==> config.mk <==
export PLATFORM = sky130hd
export DESIGN_NAME = rsa_result_framer
export DESIGN_NICKNAME = d
export VERILOG_FILES = /design/src/rtl/rsa_result_framer.sv
export SDC_FILE = /design/constraint.sdc
export NUM_CORES = 1
export LEC_CHECK = 0
export ABC_AREA = 1
export CORE_UTILIZATION = 55
export DETAILED_ROUTE_END_ITERATION = 10
export PLACE_DENSITY = 0.83
export SETUP_SLACK_MARGIN = 0.2
export SYNTH_ARGS = -nofsm -noshare
export SYNTH_HDL_FRONTEND = slang
export SYNTH_SLANG_ARGS = --single-unit
==> constraint.sdc <==
create_clock -name clk -period 9.3 [get_ports clk]
set_clock_uncertainty 0.15 [all_clocks]
set_input_delay 1.86 -clock clk [delete_from_list [all_inputs] [get_ports clk]]
set_output_delay 1.86 -clock clk [all_outputs]
set_load 0.02 [all_outputs]
==> src/rtl/rsa_result_framer.sv <==
// rsa_result_framer: serialises one WIDTH-bit result word into a byte frame
// (SYNC, WIDTH/8 data bytes MSB-first, XOR checksum of the data bytes).
// Every output is a flop. Each output's next value is derived from the next
// state, so the outputs line up with the state register.
module rsa_result_framer #(
    parameter int          WIDTH     = 128,
    parameter logic [7:0]  SYNC_BYTE = 8'hA5
) (
    input  logic             clk,
    input  logic             rst,
    input  logic [WIDTH-1:0] in_result,
    input  logic             in_valid,
    output logic             in_ready,
    output logic [7:0]       tx_data,
    output logic             tx_valid,
    input  logic             tx_ready,
    output logic             busy,
    output logic             frame_done
);

    localparam int BYTES = WIDTH / 8;
    localparam int CW    = (BYTES > 1) ? $clog2(BYTES) : 1;
    localparam logic [CW-1:0] LAST_CNT = CW'(BYTES - 1);

    typedef enum logic [1:0] {IDLE, HDR, DATA, CSUM} state_t;

    state_t           state_q, state_d;
    logic [WIDTH-1:0] shift_q, shift_d;
    logic [7:0]       csum_q, csum_d;
    logic [CW-1:0]    cnt_q, cnt_d;

    logic       in_ready_q, in_ready_d;
    logic [7:0] tx_data_q, tx_data_d;
    logic       tx_valid_q, tx_valid_d;
    logic       busy_q, busy_d;
    logic       frame_done_q, frame_done_d;

    logic cap, xfer;

    // in_ready_q is high exactly in IDLE and tx_valid_q exactly outside it
    assign cap  = in_valid & in_ready_q;
    assign xfer = tx_valid_q & tx_ready;

    // State and datapath registers
    always_ff @(posedge clk or posedge rst) begin
        if (rst) begin
            state_q <= IDLE;
            shift_q <= '0;
            csum_q  <= '0;
            cnt_q   <= '0;
        end else begin
            state_q <= state_d;
            shift_q <= shift_d;
            csum_q  <= csum_d;
            cnt_q   <= cnt_d;
        end
    end

    // Next state plus shift/checksum/counter updates; all hold while stalled
    always_comb begin
        state_d = state_q;
        shift_d = shift_q;
        csum_d  = csum_q;
        cnt_d   = cnt_q;
        case (state_q)
            IDLE: if (cap) begin
                shift_d = in_result;
                csum_d  = '0;
                cnt_d   = '0;
                state_d = HDR;
            end
            HDR:  if (xfer) state_d = DATA;
            DATA: if (xfer) begin
                shift_d = shift_q << 8;
                csum_d  = csum_q ^ shift_q[WIDTH-1 -: 8];
                if (cnt_q == LAST_CNT) state_d = CSUM;
                else                   cnt_d   = cnt_q + CW'(1);
            end
            CSUM: if (xfer) state_d = IDLE;
            default: state_d = IDLE;
        endcase
    end

    // Next output values, taken from where the FSM is heading
    always_comb begin
        in_ready_d   = (state_d == IDLE);
        busy_d       = (state_d != IDLE);
        tx_valid_d   = (state_d != IDLE);
        frame_done_d = (state_q == CSUM) && xfer;
        case (state_d)
            HDR:     tx_data_d = SYNC_BYTE;
            DATA:    tx_data_d = shift_d[WIDTH-1 -: 8];
            CSUM:    tx_data_d = csum_d;
            default: tx_data_d = 8'h00;
        endcase
    end

    // Output registers
    always_ff @(posedge clk or posedge rst) begin
        if (rst) begin
            in_ready_q   <= 1'b1;
            tx_data_q    <= 8'h00;
            tx_valid_q   <= 1'b0;
            busy_q       <= 1'b0;
            frame_done_q <= 1'b0;
        end else begin
            in_ready_q   <= in_ready_d;
            tx_data_q    <= tx_data_d;
            tx_valid_q   <= tx_valid_d;
            busy_q       <= busy_d;
            frame_done_q <= frame_done_d;
        end
    end

    assign in_ready   = in_ready_q;
    assign tx_data    = tx_data_q;
    assign tx_valid   = tx_valid_q;
    assign busy       = busy_q;
    assign frame_done = frame_done_q;

endmodule

==> metrics <==
run status completed; Post-synth ARST share 1.000; Tot Pwr around 2.6 mW; Synth warnings 0; drt pass-1 iters 5; GRT overflow 0; Worst-Skew Late Latency between 0.4 and 0.5 ns; cells along the critical path clkdlybuf4s50_1 -> nand2_2 -> nor2_4 -> buf_4 -> nand2_1 -> nand2_1 -> nand2_2 -> inv_2 -> nand2_1 -> nand2_1; critical path capture point type flop; cell count after synthesis about 770; via count approximately 5,900; Synth-to-Final Area Change 27.38%; GR Util met2 0.4509; GRT busiest layer met2; H-tree depth 4; #FFs+latches synth around 150; worst-margin pin slew ~1.2 ns; Fin Setup TNS 0 ns; Post-DP Area 0.008194 mm^2; crit start category input port; reg2reg path depth 10; M1 GR Usage 0.3710; CTS sink count about 150; DP Wirelength between 10,000 and 15,000 um; CP Buf/Inv Count 3; library cells used by synthesis 24; CP Max Fanout 83; RSZ-0062 raised after global routing false; Pins Over Slew Limit 0; P per Cell Area roughly 300 mW/mm^2; M3 GR Usage 0.07705; Finished Layout Cells 1,072; clock transition at the registers of the reported paths about 0.06 ns; WP data arrival about 4.8 ns; CP max-delay cell buf_4; critical path type input port to flop; full die area between 0.01 and 0.015 mm^2; Remaining DRCs 0; top cell type by total area after synthesis dfrtp_1; Commonest cells post-synth nand2_1, dfrtp_1, a22oi_1; total track usage 0.2804; Nets 1,024; Max-slew headroom 0.1975; Post-CTS Setup Bufs 0; Hold Vio Cnt, Final 0; final instance area between 0.008 and 0.009 mm^2; Worst Hold End shift_q[6]$_DFFE_PP0P_; synthesized area 0.006897 mm^2; final worst-path cycle share 0.4941; CTS tree done; r2r endpoint tx_data[7]$_DFF_PP0_; clk buf depth 2; cell family with most CP delay buffers and inverters; initial antenna violation count 1; die height roughly 110 um; Ports about 140; LEAKAGE between 4 and 5 nW; post-synth top area share 0.5515; fin crit period around 4.6 ns; Final ANT Viol Nets 0; RD Place Congestion approximately 0.81; layout cells sized above 1 0.04873; CTS buffer count 17; pin count of the biggest net entering global routing 121; register area share after synthesis 0.5553; vias in the first global route just under 6,000; row count 40; Placed Cells between 1,000 and 1,500; first-pass GRT wire length around 28,000 um; post-cts resize count 0; Initial Util 0.5694; Port Buf Inserts 143; RR Startpoint state_q[0]$_DFF_PP0_; endpoints failing setup 0; Vias/cell between 5 and 6; most frequent cell after synthesis nand2_1; Hold Startpoint shift_q[6]$_DFFE_PP0P_; chip width approximately 110 um; synthesized area per cell about 8.9 um^2; Crit path required time between 9 and 10 ns; core area about 0.012 mm^2; CP dominant cell by count nand2_1; maxcap violations 0; hold buffer count at CTS 0; number of synthesized flops with an enable pin 0; worst hold path stage count 2; Root Driver clkbuf_16; WL final 17,180 um; VDD IR max approximately 0.19 mV; CP peak stage delay approximately 0.8 ns; wire per inst 16.03 um; Main synth FF type dfrtp_1; Fmax approximately 220 MHz; flop2flop setup slack 6.01 ns; Detailed Route Iter0 Violations roughly 680; top post-synthesis cells by area dfrtp_1, nand2_1, a22oi_1, buf_6, nand3_1; worst hold path class flop to flop; synthesized net count about 900
==> kinds of logic after synthesis <==
kind of cell,Yosys count,synth area share
and+or+nand+nor,429,0.2435
DFF,153,0.5553
AOI/OAI and AO/OA,121,0.1303
buffers and inverters,65,0.06658
xor gates and xnor gates,2,0.002540
adders and majority gates,1,0.001814
==> area by class of cell <==
type	count	area, um^2
Antenna cell	1	2.502
Clock buffer	23	467.9
Clock inverter	8	120.1
Fill cell	892	3327
Inverter	19	77.57
Multi-Input combinational cell	553	2615
Sequential cell	153	3830
Tap cell	168	210.2
Timing Repair Buffer	147	1461
==> state kept, by name, indices dropped and copies added, names as in the netlist <==
name / flops
in_ready: 1
busy: 1
state_q: 2
shift_q: 128
csum_q: 8
frame_done: 1
cnt_q: 4
tx_data: 8
==> metal layers <==
| metal | vias up | routed length (um) |
|---|---|---|
| met5 | - | 0 |
| met2 | 211 | 8456 |
| met4 | 0 | 282 |
| li1 | 2787 | - |
| met1 | 2864 | 7227 |
| met3 | 22 | 1214 |
==> placed cells by master, fill, tap and decap left out, types with 8 or more instances in the layout <==
| cell | n |
|---|---|
| dfrtp_1 | 152 |
| nor2_1 | 8 |
| clkbuf_16 | 17 |
| nand3_1 | 29 |
| clkdlybuf4s50_1 | 143 |
| inv_1 | 15 |
| a22oi_1 | 112 |
| nand2_1 | 384 |
==> tightest hold or removal path, delay by kind of cell, from the launching register on <==
family | cells | cell delay (ns)
AND/OR/NAND/NOR | 2 | 0.10
flip-flops | 1 | 0.35
==> stage by stage <==
stage                     setup WS, ns  hold slack [ns]  utilization
after floorplan                  3.170           0.2928            -
final                            4.705           0.3304       0.7253
after global placement           4.417           0.3070       0.6766
after detailed placement         4.339           0.3161       0.6766
after CTS                        4.767           0.3312       0.7251
after global routing             4.458           0.3500       0.7253
==> report_power, final <==
group / switching (mW) / leakage (nW) / internal [mW]
sequential: 0.188 / 1.96 / 0.950
combinational: 0.509 / 2.13 / 0.313
clock: 0.255 / 0.283 / 0.433
==> worst max-delay path by stage <==
stage               cells past startpoint              endpoint     start
finish                                 10  tx_data[7]$_DFF_PP0_  tx_ready
global placement                       10  tx_data[2]$_DFF_PP0_  tx_ready
CTS                                    10  tx_data[7]$_DFF_PP0_  tx_ready
detailed placement                      9  tx_data[4]$_DFF_PP0_  tx_ready
global route                            9  tx_data[2]$_DFF_PP0_  tx_ready
floorplan                               1        busy$_DFF_PP0_       rst
(Power assumes the default switching activity.)
